**config.mk**
```make
export PLATFORM = sky130hd
export DESIGN_NAME = cam_op_scheduler
export DESIGN_NICKNAME = d
export VERILOG_FILES = /design/src/rtl/cam_op_scheduler.sv
export SDC_FILE = /design/constraint.sdc
export NUM_CORES = 1
export LEC_CHECK = 0
export ABC_AREA = 1
export BUFFER_PORTS_ARGS = -buffer_cell sky130_fd_sc_hd__buf_4
export CAP_MARGIN = 0
export CORE_MARGIN = 2
export CORE_UTILIZATION = 44
export CTS_CLUSTER_DIAMETER = 200
export DETAILED_ROUTE_END_ITERATION = 10
export PLACE_DENSITY = 0.77
export SETUP_SLACK_MARGIN = 0.4
export SLEW_MARGIN = 30
export SYNTH_ARGS = -nofsm -noshare
export SYNTH_HDL_FRONTEND = slang
export SYNTH_SLANG_ARGS = --single-unit
```
**constraint.sdc**
```tcl
create_clock -name clk_i -period 4.2 [get_ports clk_i]
set_clock_uncertainty 0.2 [all_clocks]
set_input_delay 0.42 -clock clk_i [delete_from_list [all_inputs] [get_ports clk_i]]
set_output_delay 0.42 -clock clk_i [all_outputs]
set_load 0.02 [all_outputs]
```
**src/rtl/cam_op_scheduler.sv**
```systemverilog
// Single-outstanding scheduler between read/write/search requesters and the CAM core.
// Fixed priority read > write > search, with aging promotion and a WAIT timeout.
module cam_op_scheduler #(
   parameter int WIDTH        = 32,
   parameter int ADDR_WIDTH   = 5,
   parameter int TIMEOUT      = 16,
   parameter int STARVE_LIMIT = 4
) (
   input  logic                  clk_i,
   input  logic                  reset_n_i,
   input  logic                  rd_req_i,
   input  logic [ADDR_WIDTH-1:0] rd_index_i,
   output logic                  rd_gnt_o,
   input  logic                  wr_req_i,
   input  logic [ADDR_WIDTH-1:0] wr_index_i,
   input  logic [WIDTH-1:0]      wr_data_i,
   output logic                  wr_gnt_o,
   input  logic                  srch_req_i,
   input  logic [WIDTH-1:0]      srch_data_i,
   output logic                  srch_gnt_o,
   output logic                  cam_read_enable_o,
   output logic                  cam_write_enable_o,
   output logic                  cam_search_enable_o,
   output logic [ADDR_WIDTH-1:0] cam_index_o,
   output logic [WIDTH-1:0]      cam_data_o,
   input  logic                  cam_done_i,
   input  logic [WIDTH-1:0]      cam_data_i,
   input  logic                  cam_hit_i,
   input  logic [ADDR_WIDTH-1:0] cam_hit_index_i,
   output logic                  resp_valid_o,
   input  logic                  resp_ready_i,
   output logic [1:0]            resp_op_o,
   output logic [WIDTH-1:0]      resp_data_o,
   output logic                  resp_hit_o,
   output logic [ADDR_WIDTH-1:0] resp_index_o,
   output logic                  resp_err_o
);

   localparam int AGW = $clog2(STARVE_LIMIT + 1);
   localparam int CW  = (TIMEOUT > 2) ? $clog2(TIMEOUT) : 1;
   localparam logic [AGW-1:0] AGE_MAX   = AGW'(STARVE_LIMIT);
   localparam logic [CW-1:0]  WAIT_LAST = CW'(TIMEOUT - 1);
   localparam logic [1:0] OP_RD = 2'b01;
   localparam logic [1:0] OP_WR = 2'b10;
   localparam logic [1:0] OP_SR = 2'b11;

   typedef enum logic [1:0] {S_IDLE = 2'd0, S_ISSUE = 2'd1, S_WAIT = 2'd2, S_RESP = 2'd3} state_t;

   state_t                state_q, state_d;
   logic                  rst_meta_q, rst_sync_q;
   logic [1:0]            op_q;
   logic [ADDR_WIDTH-1:0] idx_q;
   logic [WIDTH-1:0]      data_q;
   logic [CW-1:0]         wait_cnt_q;
   logic [AGW-1:0]        wr_age_q, srch_age_q;
   logic [WIDTH-1:0]      resp_data_q;
   logic                  resp_hit_q, resp_err_q;
   logic [ADDR_WIDTH-1:0] resp_index_q;
   logic                  sel_rd_s, sel_wr_s, sel_sr_s, any_sel_s;

   // Reset synchronizer: assertion is immediate, release aligns to clk_i
   always_ff @(posedge clk_i or negedge reset_n_i) begin
      if (!reset_n_i) begin
         rst_meta_q <= 1'b0;
         rst_sync_q <= 1'b0;
      end else begin
         rst_meta_q <= 1'b1;
         rst_sync_q <= rst_meta_q;
      end
   end

   // Arbitration: starved write, then starved search, then fixed priority
   always_comb begin
      sel_rd_s = 1'b0;
      sel_wr_s = 1'b0;
      sel_sr_s = 1'b0;
      if (state_q == S_IDLE && rst_sync_q) begin
         if (wr_req_i && wr_age_q == AGE_MAX) sel_wr_s = 1'b1;
         else if (srch_req_i && srch_age_q == AGE_MAX) sel_sr_s = 1'b1;
         else if (rd_req_i) sel_rd_s = 1'b1;
         else if (wr_req_i) sel_wr_s = 1'b1;
         else if (srch_req_i) sel_sr_s = 1'b1;
         else sel_rd_s = 1'b0;
      end else begin
         sel_rd_s = 1'b0;
      end
      any_sel_s = sel_rd_s | sel_wr_s | sel_sr_s;
   end

   // State register
   always_ff @(posedge clk_i or negedge rst_sync_q) begin
      if (!rst_sync_q) state_q <= S_IDLE;
      else             state_q <= state_d;
   end

   // Next-state logic
   always_comb begin
      state_d = state_q;
      case (state_q)
         S_IDLE:  if (any_sel_s) state_d = S_ISSUE; else state_d = S_IDLE;
         S_ISSUE: state_d = S_WAIT;
         S_WAIT:  if (cam_done_i || wait_cnt_q == WAIT_LAST) state_d = S_RESP; else state_d = S_WAIT;
         S_RESP:  if (resp_ready_i) state_d = S_IDLE; else state_d = S_RESP;
         default: state_d = S_IDLE;
      endcase
   end

   // Operation latch, wait counter and response capture
   always_ff @(posedge clk_i or negedge rst_sync_q) begin
      if (!rst_sync_q) begin
         op_q         <= 2'b00;
         idx_q        <= '0;
         data_q       <= '0;
         wait_cnt_q   <= '0;
         resp_data_q  <= '0;
         resp_hit_q   <= 1'b0;
         resp_err_q   <= 1'b0;
         resp_index_q <= '0;
      end else begin
         case (state_q)
            S_IDLE: if (any_sel_s) begin
               op_q   <= sel_rd_s ? OP_RD : (sel_wr_s ? OP_WR : OP_SR);
               idx_q  <= sel_rd_s ? rd_index_i : (sel_wr_s ? wr_index_i : '0);
               data_q <= sel_wr_s ? wr_data_i : (sel_sr_s ? srch_data_i : '0);
            end
            S_ISSUE: wait_cnt_q <= '0;
            S_WAIT: begin
               if (cam_done_i) begin
                  resp_err_q   <= 1'b0;
                  resp_data_q  <= (op_q == OP_RD) ? cam_data_i : data_q;
                  resp_hit_q   <= (op_q == OP_SR) & cam_hit_i;
                  resp_index_q <= (op_q != OP_SR) ? idx_q : (cam_hit_i ? cam_hit_index_i : '0);
               end else if (wait_cnt_q == WAIT_LAST) begin
                  resp_err_q   <= 1'b1;
                  resp_data_q  <= data_q;
                  resp_hit_q   <= 1'b0;
                  resp_index_q <= idx_q;
               end else begin
                  wait_cnt_q <= wait_cnt_q + CW'(1);
               end
            end
            default: wait_cnt_q <= wait_cnt_q;
         endcase
      end
   end

   // Starvation ages: only IDLE cycles count, a dropped request forgets its age
   always_ff @(posedge clk_i or negedge rst_sync_q) begin
      if (!rst_sync_q) begin
         wr_age_q   <= '0;
         srch_age_q <= '0;
      end else begin
         if (!wr_req_i || sel_wr_s) wr_age_q <= '0;
         else if (state_q == S_IDLE && wr_age_q != AGE_MAX) wr_age_q <= wr_age_q + AGW'(1);
         else wr_age_q <= wr_age_q;
         if (!srch_req_i || sel_sr_s) srch_age_q <= '0;
         else if (state_q == S_IDLE && srch_age_q != AGE_MAX) srch_age_q <= srch_age_q + AGW'(1);
         else srch_age_q <= srch_age_q;
      end
   end

   // Output decode
   always_comb begin
      rd_gnt_o            = sel_rd_s;
      wr_gnt_o            = sel_wr_s;
      srch_gnt_o          = sel_sr_s;
      cam_read_enable_o   = (state_q == S_ISSUE) && (op_q == OP_RD);
      cam_write_enable_o  = (state_q == S_ISSUE) && (op_q == OP_WR);
      cam_search_enable_o = (state_q == S_ISSUE) && (op_q == OP_SR);
      cam_index_o         = (state_q != S_IDLE) ? idx_q : '0;
      cam_data_o          = (state_q != S_IDLE) ? data_q : '0;
      resp_valid_o        = (state_q == S_RESP);
      resp_op_o           = (state_q == S_RESP) ? op_q : 2'b00;
      resp_data_o         = (state_q == S_RESP) ? resp_data_q : '0;
      resp_hit_o          = (state_q == S_RESP) & resp_hit_q;
      resp_index_o        = (state_q == S_RESP) ? resp_index_q : '0;
      resp_err_o          = (state_q == S_RESP) & resp_err_q;
   end

endmodule

```
**Word-level counts from Yosys, hierarchy flattened**

Cells that the tools add are included.
W data, S select, Z words.

- Register bits after elaboration: 92
- Bits in latches: 0
- Bits in writable memories: 0
- ROM bits: 0
- Output and inout bits: 85
- Memories kept: 0

- Add/sub/neg operators: 3
- Multiply operators: 0
- Divide/modulo/power cells: 0
- $lt $le $gt $ge: 0
- Equal/unequal tests: 14
- Shift-type cells: 0
- Mux-type cells: 48
- Bitwise gates (word level): 5
- Reductions and logical operators: 22

Operators by type and width:

| kind | count |
|---|---|
| $mux W32 | 7 |
| $mux W5 | 8 |
| $mux W1 | 22 |
| $mux W3 | 4 |
| $reduce_bool A2 Y1 | 5 |
| $eq A2 B2 Y1 const B | 4 |
| $logic_and A1 B1 Y1 | 8 |
| $mux W4 | 2 |
| $pmux W2 S4 | 1 |
| $pmux W4 S2 | 1 |
| $add A3 B1 Y3 const B | 2 |
| $eq A3 B3 Y1 const B | 2 |
| $mux W2 | 3 |
| $ne A2 B2 Y1 const B | 3 |
| $ne A3 B3 Y1 const B | 2 |
| $add A4 B1 Y4 const B | 1 |
| $eq A2 B1 Y1 const B | 2 |
| $eq A4 B4 Y1 const B | 1 |
| $reduce_and A2 Y1 | 2 |
| $and A1 B1 Y1 | 3 |
| $logic_or A1 B1 Y1 | 3 |
| $reduce_and A3 Y1 | 1 |
| $logic_not A1 Y1 | 2 |
| $logic_not A2 Y1 | 1 |
| $or A1 B1 Y1 | 2 |

**Longest topological paths before layout**

- Word-level depth: 9
- Gate-level depth with buffers: 12

**Least setup slack after synthesis**

No wires, ideal clock.

- Path kind: register to output
- From: register rst_sync_q
- To: output rd_gnt_o
- Arrival time: 3,196 ps
- Required time: 3,580 ps
- Slack: 384 ps
- Cell stages (with the launch flop): 3
- Buffers on the path: 0
- Path through: dfrtp_1 > nand2_2 > nor3_1

- Word-level cells in the longest chain between the ends: 2

RTL lines:

| what | line | source |
|---|---|---|
| from (decl) | 50 | `logic rst_meta_q, rst_sync_q;` |
| from (signal assigned) | 68 | `rst_sync_q <= rst_meta_q;` |
| $logic_and A1 B1 Y1 | 77 | `if (state_q == S_IDLE && rst_sync_q) begin` |
| $mux W1 | 77 |  |
| to (decl) | 13 | `output logic rd_gnt_o,` |

No other way between the ends.

**Worst setup path after layout**

- From: register state_q[0]
- To: output wr_gnt_o

- Word-level cells in the longest chain between the ends: 3

RTL lines:

| what | line | source |
|---|---|---|
| from (decl) | 49 | `state_t state_q, state_d;` |
| from (signal assigned) | 93 | `else state_q <= state_d;` |
| $logic_not A2 Y1 | 77 |  |
| $logic_and A1 B1 Y1 | 77 |  |
| $mux W1 | 77 |  |
| to (decl) | 17 | `output logic wr_gnt_o,` |

No other way between the ends.

==> reports/qor.json <==
{
  "outcome": {
    "status": "complete, no violations"
  },
  "final_layout": {
    "area.growth.synth_to_final_pct": 34.67,
    "final_common_cell": "sky130_fd_sc_hd__buf_4",
    "layout.nets": 1046,
    "final_layout_size_suffix_gt1_frac": 0.2621,
    "antenna-diode-count": 0,
    "final_cell_mix": "212 x sky130_fd_sc_hd__buf_4, 147 x sky130_fd_sc_hd__nand2_1, 135 x sky130_fd_sc_hd__inv_1",
    "fin_area_um2": 7126
  },
  "job": {
    "cap_viol_max_count": 0
  },
  "clock_tree": {
    "worstSkewPairLatency_ns": 0.33,
    "cts_max_level": 3,
    "cell_chosen_for_the_clock_root": "sky130_fd_sc_hd__clkbuf_16",
    "tritoncts_buffer_count": 9,
    "clkSinkCount": 92,
    "cts_repair_resize_count": 0,
    "post-cts-setup-buffers": 0,
    "postCtsHoldBufs": 1,
    "cts.path.max_buffers": 2,
    "clkSlewWorstSetupHoldPaths_ns": 0.06,
    "cts_tree": "built"
  },
  "global_route": {
    "initial_antenna_violation_count": 0,
    "track_usage": 0.2310,
    "global_route.overflow_total": 0,
    "grt_start_max_net_pins": 50,
    "first_global_vias": 4747,
    "grt_pass1_wl_um": 23780
  },
  "floorplanning": {
    "fp-row-count": 40,
    "die-area_um2": 12920,
    "core_um2": 11860,
    "die_w_um": 113.7,
    "die_y_um": 113.7,
    "effective_utilization_at_floorplan": 0.4461,
    "pin_count": 204
  },
  "sta": {
    "setup_total_negative_slack_ns": 0,
    "timing.max_slew.rel_slack": 0.4543,
    "final.min_clock_period_ns": 2.953,
    "slew_violations": 0,
    "timing.final.setup_violations": 0,
    "number_of_hold_violations_in_the_final_report": 0,
    "fmax_mhz": 338.6,
    "min_period_over_period": 0.7031,
    "worst-slew-pin-transition_ns": 0.8166,
    "rsz0062_at_grt": "false"
  },
  "detailed_routing": {
    "vias_per_inst": 4.865,
    "final_antenna_net_count": 0,
    "initialDrtViolationCount": 440,
    "first_pass_iters": 5,
    "remaining_drc_errors": 0,
    "detailroute.via_count": 5225,
    "post_drt_wl_per_cell_um": 14.09,
    "drt_wl_total_um": 15130
  },
  "critical_path": {
    "cp.required_ns": 3.58,
    "cp-start-kind": "flip-flop",
    "worst_path_maximum_fanout": 38,
    "crit_start": "state_q[0]",
    "crit_arrival_ns": 2.33,
    "crit-reg2reg-launch": "state_q[0]",
    "timing.critical_path.to_type": "output pin",
    "crit_type": "reg -> out"
  },
  "synthesis": {
    "synth_sequential_area_ratio": 0.4351,
    "syn_avg_cell_area_um2": 7.122,
    "ys.warnings.count": 0,
    "synth.ff_latch_count": 92,
    "post_synthesis_net_count": 867,
    "synth.cell_area_um2": 5291,
    "post_synth_inst_count": 743,
    "post_synth_num_cell_types": 29
  },
  "pwr": {
    "maximum_vdd_drop_mv": 0.2697,
    "standby_leakage_power_nw": 3.953,
    "power_per_cell_area_nw_per_um2": 614.2
  },
  "place": {
    "gp_congestion": 0.8606,
    "dpl.hpwl_um": 11380,
    "placed_area_um2": 6804,
    "numPortBuffers": 203
  },
  "hold_path": {
    "hold_sp": "cam_data_i[17]",
    "worstHoldPathType": "in -> reg"
  }
}
==> stage by stage <==
stage | util | power, mW | setup WS (ns) | hold WS (ns) | std cells
floorplan | - | 2.820 | 1.360 | -0.07559 | 743
global placement | 0.5734 | 3.503 | 1.573 | 0.003648 | 1057
detailed placement | 0.5736 | 3.559 | 1.607 | 0.004038 | 1057
CTS | 0.6007 | 4.403 | 1.230 | 0.1389 | 1074
global route | 0.6007 | 4.708 | 1.032 | 0.1431 | 1074
finish | 0.6007 | 4.377 | 1.247 | 0.1452 | 1074
==> critical path: stages (launching register included) <==
cell	delay (ns)
sky130_fd_sc_hd__dfrtp_1	0.44
sky130_fd_sc_hd__nor2_4	0.14
sky130_fd_sc_hd__nand2_2	0.10
sky130_fd_sc_hd__inv_2	0.47
sky130_fd_sc_hd__nand2_1	0.50
sky130_fd_sc_hd__inv_1	0.19
sky130_fd_sc_hd__buf_4	0.16
==> area by class of cell <==
type	count	area, um2
sequential	92	2306
multi-input combinational	467	2201
inverter	139	521.8
clock inverter	5	58.81
fill	1131	4736
timing repair buffer	213	1602
tap	147	183.9
clock buffer	11	252.7
==> metal layers <==
metal,GRT usage,vias to the layer above,part of all wire
met5,0,-,0
met2,0.3561,164,0.45
met1,0.3457,2365,0.47
met3,0.03348,16,0.060
li1,-,2680,-
met4,0.05447,0,0.014
==> flip-flops by register name (all words and copies together) (netlist names) <==
register	count
data_q	32
rst_meta_q	1
state_q	2
idx_q	5
wait_cnt_q	4
resp_data_q	32
srch_age_q	3
resp_index_q	5
resp_hit_q	1
wr_age_q	3
rst_sync_q	1
resp_err_q	1
op_q	2
==> where the power goes <==
group | internal [mW] | total, mW | switching [mW]
clock network | 0.495 | 0.836 | 0.341
registers | 1.24 | 1.44 | 0.200
logic | 0.748 | 2.10 | 1.36
==> kinds of logic after synthesis <==
group                    Yosys count  synth area share
flip-flops                        92            0.4351
AO/OA/AOI/OAI                     83           0.09553
AND/OR/NAND/NOR                  376            0.3027
adder cells (fa/ha/maj)            5           0.01182
buffers and inverters            184            0.1509
other                              1         0.0007087
XOR/XNOR                           2          0.003311
==> final timing paths <==
check,endpoint,slack [ns],cells after the start
setup / recovery,wr_gnt_o,1.25,6
hold / removal,resp_data_q[17],0.15,3
setup reg to reg,data_q[24],1.66,7
hold reg to reg,rst_sync_q,0.17,0
max in group asynchronous,wait_cnt_q[0],2.50,2
min in group asynchronous,rst_sync_q,0.19,2
==> synthesized netlist by cell type <==
| cell | n | area share |
|---|---|---|
| sky130_fd_sc_hd__nand2_1 | 149 | 0.11 |
| sky130_fd_sc_hd__inv_1 | 135 | 0.096 |
| sky130_fd_sc_hd__nand3_1 | 122 | 0.12 |
| sky130_fd_sc_hd__dfrtp_1 | 92 | 0.44 |
| sky130_fd_sc_hd__nor2_1 | 91 | 0.065 |
| sky130_fd_sc_hd__o211ai_1 | 32 | 0.045 |
| sky130_fd_sc_hd__o21ai_0 | 32 | 0.030 |
| sky130_fd_sc_hd__buf_2 | 14 | 0.013 |
| sky130_fd_sc_hd__clkbuf_1 | 14 | 0.0099 |
| sky130_fd_sc_hd__o21ai_1 | 12 | 0.011 |
| sky130_fd_sc_hd__buf_6 | 9 | 0.019 |
| sky130_fd_sc_hd__buf_4 | 6 | 0.0085 |
| sky130_fd_sc_hd__nor3_1 | 6 | 0.0057 |
| sky130_fd_sc_hd__ha_1 | 5 | 0.012 |
| sky130_fd_sc_hd__inv_2 | 4 | 0.0028 |
| sky130_fd_sc_hd__a21oi_1 | 3 | 0.0028 |
| sky130_fd_sc_hd__buf_1 | 2 | 0.0014 |
| sky130_fd_sc_hd__nand4_1 | 2 | 0.0024 |
| sky130_fd_sc_hd__nor2_2 | 2 | 0.0024 |
| sky130_fd_sc_hd__nor2_4 | 2 | 0.0043 |
| sky130_fd_sc_hd__a21boi_0 | 1 | 0.0014 |
| sky130_fd_sc_hd__conb_1 | 1 | 0.00071 |
| sky130_fd_sc_hd__nand2_2 | 1 | 0.0012 |
| sky130_fd_sc_hd__o21ai_2 | 1 | 0.0017 |
| sky130_fd_sc_hd__o21bai_1 | 1 | 0.0014 |
| sky130_fd_sc_hd__o22ai_1 | 1 | 0.0012 |
| sky130_fd_sc_hd__or2_2 | 1 | 0.0012 |
| sky130_fd_sc_hd__xnor2_1 | 1 | 0.0017 |
| sky130_fd_sc_hd__xor2_1 | 1 | 0.0017 |
(Power assumes the default switching activity.)
